--- src/rtl/banked_register_file.sv ---
// Banked register file with single and pair write/read ports, a bank-select register
// and a sequential clear engine that zeroes one bank, one register per cycle.
module banked_register_file #(
    parameter int DATA_W    = 4,
    parameter int NUM_REGS  = 16,
    parameter int NUM_BANKS = 2,
    parameter int BYPASS    = 1,
    localparam int AW = $clog2(NUM_REGS),
    localparam int PW = (AW > 1) ? AW - 1 : 1,
    localparam int BW = (NUM_BANKS > 1) ? $clog2(NUM_BANKS) : 1
) (
    input  logic                clk,
    input  logic                rst,
    input  logic                we,
    input  logic [AW-1:0]       waddr,
    input  logic [DATA_W-1:0]   wdata,
    input  logic                pair_we,
    input  logic [PW-1:0]       pair_idx,
    input  logic [2*DATA_W-1:0] pair_din,
    input  logic [AW-1:0]       raddr,
    output logic [DATA_W-1:0]   rdata,
    input  logic [PW-1:0]       rpair_idx,
    output logic [2*DATA_W-1:0] rpair_dout,
    input  logic                bank_we,
    input  logic [BW-1:0]       bank_in,
    output logic [BW-1:0]       bank,
    input  logic                clr_req,
    output logic                busy,
    output logic                wr_drop
);

    typedef enum logic {IDLE = 1'b0, CLEAR = 1'b1} state_t;

    state_t              state;
    logic [AW-1:0]       cnt;
    logic [BW-1:0]       clr_bank;
    logic [BW-1:0]       bank_next;
    logic [DATA_W-1:0]   mem [NUM_BANKS][NUM_REGS];
    logic [NUM_REGS-1:0] hit;
    logic [DATA_W-1:0]   hval [NUM_REGS];
    logic                wr_ok;
    logic [AW-1:0]       rp_ev;
    logic [AW-1:0]       rp_od;
    logic [DATA_W-1:0]   rd_ev;
    logic [DATA_W-1:0]   rd_od;

    // Bank count is a power of two, so truncation to BW bits is the modulo wrap.
    assign bank_next = (NUM_BANKS == 1) ? '0 : bank_in;
    assign wr_ok     = (state == IDLE);

    // Per-register write hit and data; the pair port overrides the single port.
    always_comb begin
        for (int i = 0; i < NUM_REGS; i++) begin
            hit[i]  = 1'b0;
            hval[i] = wdata;
            if (we && waddr == AW'(i))
                hit[i] = 1'b1;
            if (pair_we && pair_idx == PW'(i / 2)) begin
                hit[i]  = 1'b1;
                hval[i] = (i % 2 == 0) ? pair_din[2*DATA_W-1:DATA_W] : pair_din[DATA_W-1:0];
            end
            hit[i] = hit[i] & wr_ok;
        end
    end

    assign rp_ev = AW'({rpair_idx, 1'b0});
    assign rp_od = rp_ev | AW'(1);

    always_comb begin
        rdata = mem[bank][raddr];
        rd_ev = mem[bank][rp_ev];
        rd_od = mem[bank][rp_od];
        if (BYPASS != 0) begin
            if (hit[raddr]) rdata = hval[raddr];
            if (hit[rp_ev]) rd_ev = hval[rp_ev];
            if (hit[rp_od]) rd_od = hval[rp_od];
        end
        rpair_dout = {rd_ev, rd_od};
    end

    always_ff @(posedge clk or posedge rst) begin
        if (rst) begin
            for (int b = 0; b < NUM_BANKS; b++)
                for (int r = 0; r < NUM_REGS; r++)
                    mem[b][r] <= '0;
            bank     <= '0;
            state    <= IDLE;
            cnt      <= '0;
            clr_bank <= '0;
            busy     <= 1'b0;
            wr_drop  <= 1'b0;
        end else begin
            wr_drop <= 1'b0;
            if (bank_we)
                bank <= bank_next;
            case (state)
                IDLE: begin
                    for (int r = 0; r < NUM_REGS; r++)
                        if (hit[r])
                            mem[bank][r] <= hval[r];
                    if (clr_req) begin
                        clr_bank <= bank;
                        cnt      <= '0;
                        busy     <= 1'b1;
                        state    <= CLEAR;
                    end
                end
                CLEAR: begin
                    // clr_req is deliberately not looked at here: no restart or extension.
                    mem[clr_bank][cnt] <= '0;
                    wr_drop            <= we | pair_we;
                    cnt                <= cnt + 1'b1;
                    if (cnt == AW'(NUM_REGS - 1)) begin
                        busy  <= 1'b0;
                        state <= IDLE;
                    end
                end
                default: state <= IDLE;
            endcase
        end
    end

endmodule

--- config.mk ---
export PLATFORM = sky130hd
export DESIGN_NAME = banked_register_file
export DESIGN_NICKNAME = d
export VERILOG_FILES = /design/src/rtl/banked_register_file.sv
export SDC_FILE = /design/constraint.sdc
export NUM_CORES = 1
export LEC_CHECK = 0
export BUFFER_PORTS_ARGS = -buffer_cell sky130_fd_sc_hd__buf_2
export CAP_MARGIN = 20
export CORE_MARGIN = 1
export CORE_UTILIZATION = 45
export CTS_CLUSTER_DIAMETER = 80
export DETAILED_ROUTE_END_ITERATION = 8
export SETUP_SLACK_MARGIN = 0.5
export SLEW_MARGIN = 20
export SYNTH_ARGS = -nofsm -noshare
export SYNTH_HDL_FRONTEND = slang
export SYNTH_SLANG_ARGS = --single-unit
--- constraint.sdc ---
create_clock -name clk -period 5.4 [get_ports clk]
set_clock_uncertainty 0.1 [all_clocks]
set_input_delay 0.27 -clock clk [delete_from_list [all_inputs] [get_ports clk]]
set_output_delay 0.27 -clock clk [all_outputs]
set_load 0.02 [all_outputs]
==> flow_metrics.py, run 1 <==
metrics = {
    "run_status": {
        "outcome": "finished clean",
    },
    "clocking": {
        "cts_tree": "built",
        "clk_latency_ns": 0.43,
        "clk_path_buf_depth": 2,
        "clkTransAtPathRegs_ns": 0.06,
        "cts_setup_buffers": 0,
        "cts-resized-gates": 0,
        "root_buffer": "clkbuf_16",
        "numCtsBuffers": 17,
        "cts.sinks": 137,
        "htree_levels": 4,
    },
    "logic_synthesis": {
        "postSynth.asyncResetShare_pct": 100.0,
        "synth_area_um2": 8965,
        "synth_flop_cell": "dfrtp_1",
        "netlist_instances": 903,
        "post_synth_num_cell_types": 63,
        "ys_seq_elements": 137,
        "synth_fp_nets": 940,
        "synth-edff-count": 0,
        "syn_avg_cell_area_um2": 9.928,
        "ys_warn_count": 0,
        "yosysSeqAreaShare_pct": 38.24,
    },
    "timing": {
        "report.final.slew_viol_count": 0,
        "worst_pin_slew_ns": 0.9414,
        "period_share_pct": 69.72,
        "max_freq_ghz": 0.2656,
        "setup_viol": 0,
        "finalHoldViolations": 0,
        "grt_setup_unrepaired": "no",
        "fin_setup_tns_ns": 0,
        "worst_slew_margin_rel_pct": 37.24,
        "fin_crit_ns": 3.765,
    },
    "placed_design": {
        "dp_hpwl_um": 22950,
        "portBuffers": 47,
        "placed_cell_area_um2": 9343,
        "dp_cells": 1169,
        "routabilityCongestion": 0.9945,
    },
    "power": {
        "p_per_area_nw_per_um2": 426.6,
        "vdd_drop_max_mv": 0.3793,
        "power_leakage_nw": 4.002,
    },
    "setup_path": {
        "path_max_fanout": 44,
        "startpoint_type": "register",
        "end_kind": "output port",
        "critPathRequiredTime_ns": 5.03,
        "reg2regPathDepth": 4,
        "critPathKind": "register to output port",
        "arrival_ns": 3.39,
    },
    "floorplan": {
        "pin_count": 48,
        "initial_core_util_pct": 45.91,
        "core_area_um2": 19530,
        "die_w_um": 143.1,
        "num_rows": 51,
        "die_h_um": 143.1,
        "die-area_um2": 20490,
    },
    "route": {
        "drtIter0Drc": 786,
        "drc_errors": 0,
        "antenna_left": 0,
        "dr.pass1.iters": 6,
        "viasPerCell": 6.571,
        "vias": 7918,
        "routed_wl_um": 30350,
        "wl_per_cell_um": 25.19,
    },
    "run": {
        "max_cap_violations": 0,
    },
    "layout": {
        "multi_input_area_um2": 5226,
        "stdcell_area_um2": 10010,
        "area_growth_pct": 11.64,
        "instances_no_fill": 1205,
        "drive_above_1_share_pct": 20.74,
        "fillCellCount": 1842,
        "fin_nets": 964,
        "register_area_um2": 3432,
        "num_antenna_cells": 0,
    },
    "global_routing": {
        "antenna_found_initial": 0,
        "grt_max_degree": 86,
        "grt_use_total_pct": 31.46,
        "grt_pass1_vias": 7509,
        "grt_overflow": 0,
        "grt_pass1_wl_um": 46220,
    },
    "worst_hold_path": {
        "min_path_cells": 3,
        "min_path_type": "primary input to register",
    },
}
==> where the power goes <==
part	internal [mW]	total, mW	leakage, nW	switching (mW)
Sequential	1.35	1.71	1.86	0.367
Clock	0.775	1.25	0.297	0.475
Combinational	0.597	1.31	1.84	0.709
Total	2.72	4.27	4.00	1.55
==> cell usage after synthesis, types with 6 or more instances <==
cell | number | area share (%)
mux2_2 | 18 | 2.3
a211oi_1 | 7 | 0.59
clkbuf_1 | 26 | 1.1
nand3_1 | 137 | 7.6
o22ai_1 | 7 | 0.49
a21oi_1 | 68 | 3.8
o21bai_1 | 7 | 0.59
xnor2_1 | 7 | 0.68
mux2i_1 | 22 | 2.5
nor2_1 | 48 | 2.0
buf_2 | 18 | 1.0
nor2b_1 | 15 | 1.0
nor3_1 | 7 | 0.39
dfrtp_1 | 137 | 38
nand2b_1 | 6 | 0.42
mux4_2 | 72 | 18
nand2_1 | 82 | 3.4
a211o_1 | 6 | 0.59
o21ai_0 | 132 | 7.4
==> path summary, 6_finish.rpt <==
kind | from | endpoint | slack [ns]
setup reg to reg | bank$_DFFE_PP0P_ | mem[40]$_DFFE_PP0P_ | 2.63
setup / recovery | bank$_DFFE_PP0P_ | rdata[0] | 1.64
min in group asynchronous | rst | mem[69]$_DFFE_PP0P_ | 0.43
hold reg to reg | busy$_DFFE_PP0P_ | busy$_DFFE_PP0P_ | 0.38
max in group asynchronous | rst | mem[50]$_DFFE_PP0P_ | 3.57
hold / removal | we | wr_drop$_DFF_PP0_ | 0.1
==> cell usage in the layout, fill, tap and decap left out, drive strengths merged, types with 22 or more instances in the layout <==
cell / instances
nor2: 48
a21oi: 68
buf: 57
mux4: 72
o21ai: 135
dfrtp: 137
mux2i: 22
nand3: 137
nand2: 83
==> repair_timing <==
action                                  CTS  global route
hold buffers                              4             0
endpoints found under the hold margin    86             0
endpoints found under the setup margin    0             0
==> kinds of logic after synthesis <==
kind of cell / Yosys count / synth area share, %
AOI/OAI and AO/OA: 257 / 16.52
xor gates and xnor gates: 9 / 0.9631
adders and majority gates: 4 / 0.5583
buffers and inverters: 66 / 3.559
DFF: 137 / 38.24
muxes: 112 / 22.81
and+or+nand+nor: 318 / 17.35
==> final cells by class <==
cell class,count,share of cell area [%]
multi-input combinational,700,52.22
sequential,137,34.29
clock buffer,18,4.288
timing repair buffer,61,3.500
tap,265,3.313
clock inverter,14,1.963
inverter,10,0.4251
==> state kept, by name, summed over array words and instances (netlist names) <==
| signal | count |
|---|---|
| mem | 128 |
| busy | 1 |
| state | 1 |
| wr_drop | 1 |
| cnt | 4 |
| clr_bank | 1 |
| bank | 1 |
==> worst max-delay path: stages, from the launching register on <==
cell and delay [ns]:
dfrtp_4 0.87, buf_4 0.51, mux4_2 0.55, nor2b_1 0.14, a211oi_1 0.24, a21oi_1 0.13, mux2i_1 0.22, a221oi_2 0.09
buf_2 0.18
==> metrics by stage <==
| step | power [mW] | hold WS [ns] | setup WS [ns] | util [%] |
|---|---|---|---|---|
| finish | 4.270 | 0.09986 | 1.635 | 51.26 |
| CTS | 4.253 | 0.09519 | 1.580 | 51.26 |
| global route | 4.477 | 0.1778 | 1.389 | 51.26 |
| global placement | 2.969 | 0.3596 | 2.126 | 47.85 |
| detailed placement | 2.994 | 0.3648 | 2.059 | 47.85 |
| floorplan | 2.521 | 0.2563 | 1.362 | - |
==> per-layer routing <==
| metal | share of wire (%) | GRT usage, % | vias to the layer above | routed length (um) |
|---|---|---|---|---|
| met5 | 0 | 0 | - | 0 |
| met4 | 3.9 | 13.87 | 0 | 1172 |
| met3 | 8.8 | 6.740 | 69 | 2663 |
| met2 | 45 | 46.55 | 427 | 13620 |
| met1 | 42 | 44.38 | 3923 | 12890 |
| li1 | - | - | 3499 | - |
No activity file was read; power rests on OpenSTA's default activity.
==> run 2, diff against run 1 <==
--- a/config.mk
+++ b/config.mk
@@ -5,6 +5,7 @@
 export SDC_FILE = /design/constraint.sdc
 export NUM_CORES = 1
 export LEC_CHECK = 0
+export ABC_AREA = 1
 export BUFFER_PORTS_ARGS = -buffer_cell sky130_fd_sc_hd__buf_2
 export CAP_MARGIN = 20
 export CORE_MARGIN = 1
==> constraint.sdc (replaced) <==
create_clock -name clk -period 3.2 [get_ports clk]
set_clock_uncertainty 0.1 [all_clocks]
set_input_delay 0.16 -clock clk [delete_from_list [all_inputs] [get_ports clk]]
set_output_delay 0.16 -clock clk [all_outputs]
set_load 0.02 [all_outputs]
==> run 2 against run 1 <==
Compared with the run above:
- non-clock buffer count rose by 41
- sequential cell count unchanged
- sequential power increased by 60%
- synthesized cell count grew 82%
- hold slack worse by 0.080 ns
- synthesized area grew 16%
- power is 89% higher
- first-iteration DRC count up 130%
- cell area up 21%
==> flow_metrics.py, run 2 <==
metrics = {
    "run_status": {
        "outcome": "finished clean",
    },
    "placed_design": {
        "routabilityCongestion": 1.024,
        "pre_cts_slack_ns": 0.6373,
        "dp_cells": 1911,
        "portBuffers": 47,
        "dp_hpwl_um": 33140,
    },
    "clocking": {
        "clkTransAtPathRegs_ns": 0.07,
        "htree_levels": 4,
        "cts.sinks": 137,
        "root_buffer": "clkbuf_16",
        "numCtsBuffers": 17,
        "cts_tree": "built",
        "clk_latency_ns": 0.43,
        "clk_path_buf_depth": 2,
    },
    "timing": {
        "fin_setup_tns_ns": 0,
        "fin_crit_ns": 2.739,
        "finalHoldViolations": 0,
        "max_freq_ghz": 0.3651,
        "period_share_pct": 85.60,
        "grt_setup_unrepaired": "yes",
        "report.final.slew_viol_count": 0,
        "worst_slew_margin_rel_pct": 54.30,
        "worst_pin_slew_ns": 0.6855,
        "setup_slack_ns": 0.4609,
        "setup_viol": 0,
    },
    "floorplan": {
        "die_w_um": 153.9,
        "die-area_um2": 23690,
        "die_h_um": 153.9,
        "core_area_um2": 22640,
        "pin_count": 48,
        "num_rows": 55,
        "initial_core_util_pct": 45.88,
    },
    "setup_path": {
        "cp_cell_sequence": "buf_4 -> buf_4 -> nand2_1 -> o21ai_0 -> nand2_1 -> o211ai_1 -> nand3_1 -> o211ai_1 -> nand2_1 -> nand2_1 -> nand2_2 -> buf_6",
        "end_kind": "output port",
        "arrival_ns": 2.48,
        "critPathKind": "register to output port",
        "startpoint_type": "register",
        "cpMostUsedCell": "nand2_1",
        "critPathRequiredTime_ns": 2.94,
        "slowest_delay_ns": 0.48,
        "reg2regPathDepth": 6,
        "worst-path-buf-inv": 3,
        "slowest_stage": "dfrtp_4",
        "path_max_fanout": 10,
        "crit_family": "simple AND/OR/NAND/NOR gates",
        "rrSetupSlack_ns": 1.06,
        "path_depth": 12,
    },
    "logic_synthesis": {
        "yosys-top-cells-area": "dfrtp_1 (33%), nand2_1 (17%), nand3_1 (16%), o21ai_0 (10%), inv_1 (5.4%)",
        "synth_top_area_cell": "dfrtp_1",
        "postSynth.asyncResetShare_pct": 100.0,
        "syn_avg_cell_area_um2": 6.318,
        "yosysTopAreaCellShare_pct": 33.00,
        "netlist_instances": 1644,
        "ys_warn_count": 0,
        "ys_seq_elements": 137,
        "post_synth_num_cell_types": 33,
        "synth.most_common_cell": "nand2_1",
        "synth_area_um2": 10390,
        "synth-edff-count": 0,
        "synth_fp_nets": 1681,
        "synthTopCellsByCount": "nand2_1 (462), nand3_1 (333), o21ai_0 (211)",
        "synth_flop_cell": "dfrtp_1",
        "yosysSeqAreaShare_pct": 33.00,
    },
    "global_routing": {
        "grt_pass1_vias": 10820,
        "antenna_found_initial": 0,
        "grt_pass1_wl_um": 67900,
        "grt_use_total_pct": 38.35,
        "grt_overflow": 0,
        "grt_max_degree": 59,
    },
    "layout": {
        "final_cell_mix": "nand2_1 (454), nand3_1 (331), inv_1 (147), o21ai_0 (144), dfrtp_1 (136)",
        "num_antenna_cells": 0,
        "regMostFlops": "mem",
        "top_regs": "mem: 128 flops, cnt: 4 flops",
        "area_growth_pct": 16.18,
        "drive_above_1_share_pct": 13.67,
        "fin_nets": 1706,
        "final_common_cell": "nand2_1",
        "instances_no_fill": 1967,
        "largest_register_ffs": 128,
    },
    "route": {
        "wl_per_cell_um": 23.63,
        "vias": 12140,
        "drc_errors": 0,
        "viasPerCell": 6.171,
        "antenna_left": 0,
        "routed_wl_um": 46480,
        "dr.pass1.iters": 7,
        "drtIter0Drc": 1809,
    },
    "run": {
        "max_cap_violations": 0,
    },
    "worst_hold_path": {
        "min_path_cells": 3,
        "min_path_type": "primary input to register",
    },
    "power": {
        "power_leakage_nw": 5.784,
        "vdd_drop_max_mv": 0.3807,
        "p_per_area_nw_per_um2": 667.5,
    },
}
-- run 2: cell types whose count changed after synthesis, sizes merged, moves of 36 or more --
cell	previous run	this run
o22ai	7	49
nor2	48	84
o21ai	135	221
mux4	72	0
a21oi	68	23
inv	5	157
nand3	137	339
nand2	83	476
-- run 2: stage by stage --
step	utilization (%)	instance area, um2	hold WS [ns]	power, mW
2_1_floorplan	-	10390	0.1718	4.484
3_3_place_gp	48.01	10870	0.1049	5.529
3_5_place_dp	48.01	10870	0.1111	5.537
4_1_cts	51.08	11560	0.0003789	7.698
5_1_grt	53.30	12070	0.04707	8.452
6_report	53.30	12070	0.02025	8.055
-- run 2: tightest hold or removal path, cell delays in order --
cell and delay (ns):
buf_2 0.16, inv_1 0.12, a21oi_1 0.07
-- run 2: layer usage --
metal	track usage [%]	vias to the layer above	share of wire, %
met5	0	-	0
met4	14.57	0	4.4
met3	7.413	148	11
met2	56.97	783	42
met1	54.83	5657	42
li1	-	5551	-
-- run 2: power breakdown --
group / switching, mW / internal (mW) / total [mW] / leakage (nW)
clock: 0.854 / 1.26 / 2.11 / 0.291
combinational: 2.22 / 0.999 / 3.22 / 3.64
sequential: 0.353 / 2.38 / 2.73 / 1.86
-- run 2: what timing repair did --
item / 4_1_cts / 5_1_grt
endpoints found under the hold margin: 18 / 0
gates resized for setup: 42 / 99
cloned: 0 / 7
hold buffers: 4 / 0
endpoints found under the setup margin: 12 / 12
setup buffers: 2 / 11
pin swaps: 1 / 16
-- run 2: cells by family after synthesis --
| logic type | count (synthesis) | synth area share, % |
|---|---|---|
| AO/OA/AOI/OAI | 329 | 17.68 |
| adder cells (fa/ha/maj) | 4 | 0.4818 |
| buffers and inverters | 260 | 9.901 |
| flip-flops | 137 | 33.00 |
| multiplexers | 5 | 0.4818 |
| AND/OR/NAND/NOR | 909 | 38.45 |
-- run 2: worst paths after layout --
path / startpoint / end
min: we / wr_drop$_DFF_PP0_
min reg2reg: mem[21]$_DFFE_PP0P_ / mem[21]$_DFFE_PP0P_
max: bank$_DFFE_PP0P_ / rdata[1]
max in group asynchronous: rst / mem[39]$_DFFE_PP0P_
min in group asynchronous: rst / mem[0]$_DFFE_PP0P_
max reg2reg: bank$_DFFE_PP0P_ / bank$_DFFE_PP0P_
-- run 2: area by class of cell --
type	instances	area [um2]
Clock buffer	19	442.9
Clock inverter	13	166.4
Fill cell	2293	10570
Inverter	164	626.9
Multi-Input combinational cell	1247	6151
Sequential cell	137	3432
Tap cell	285	356.6
Timing Repair Buffer	102	892.1
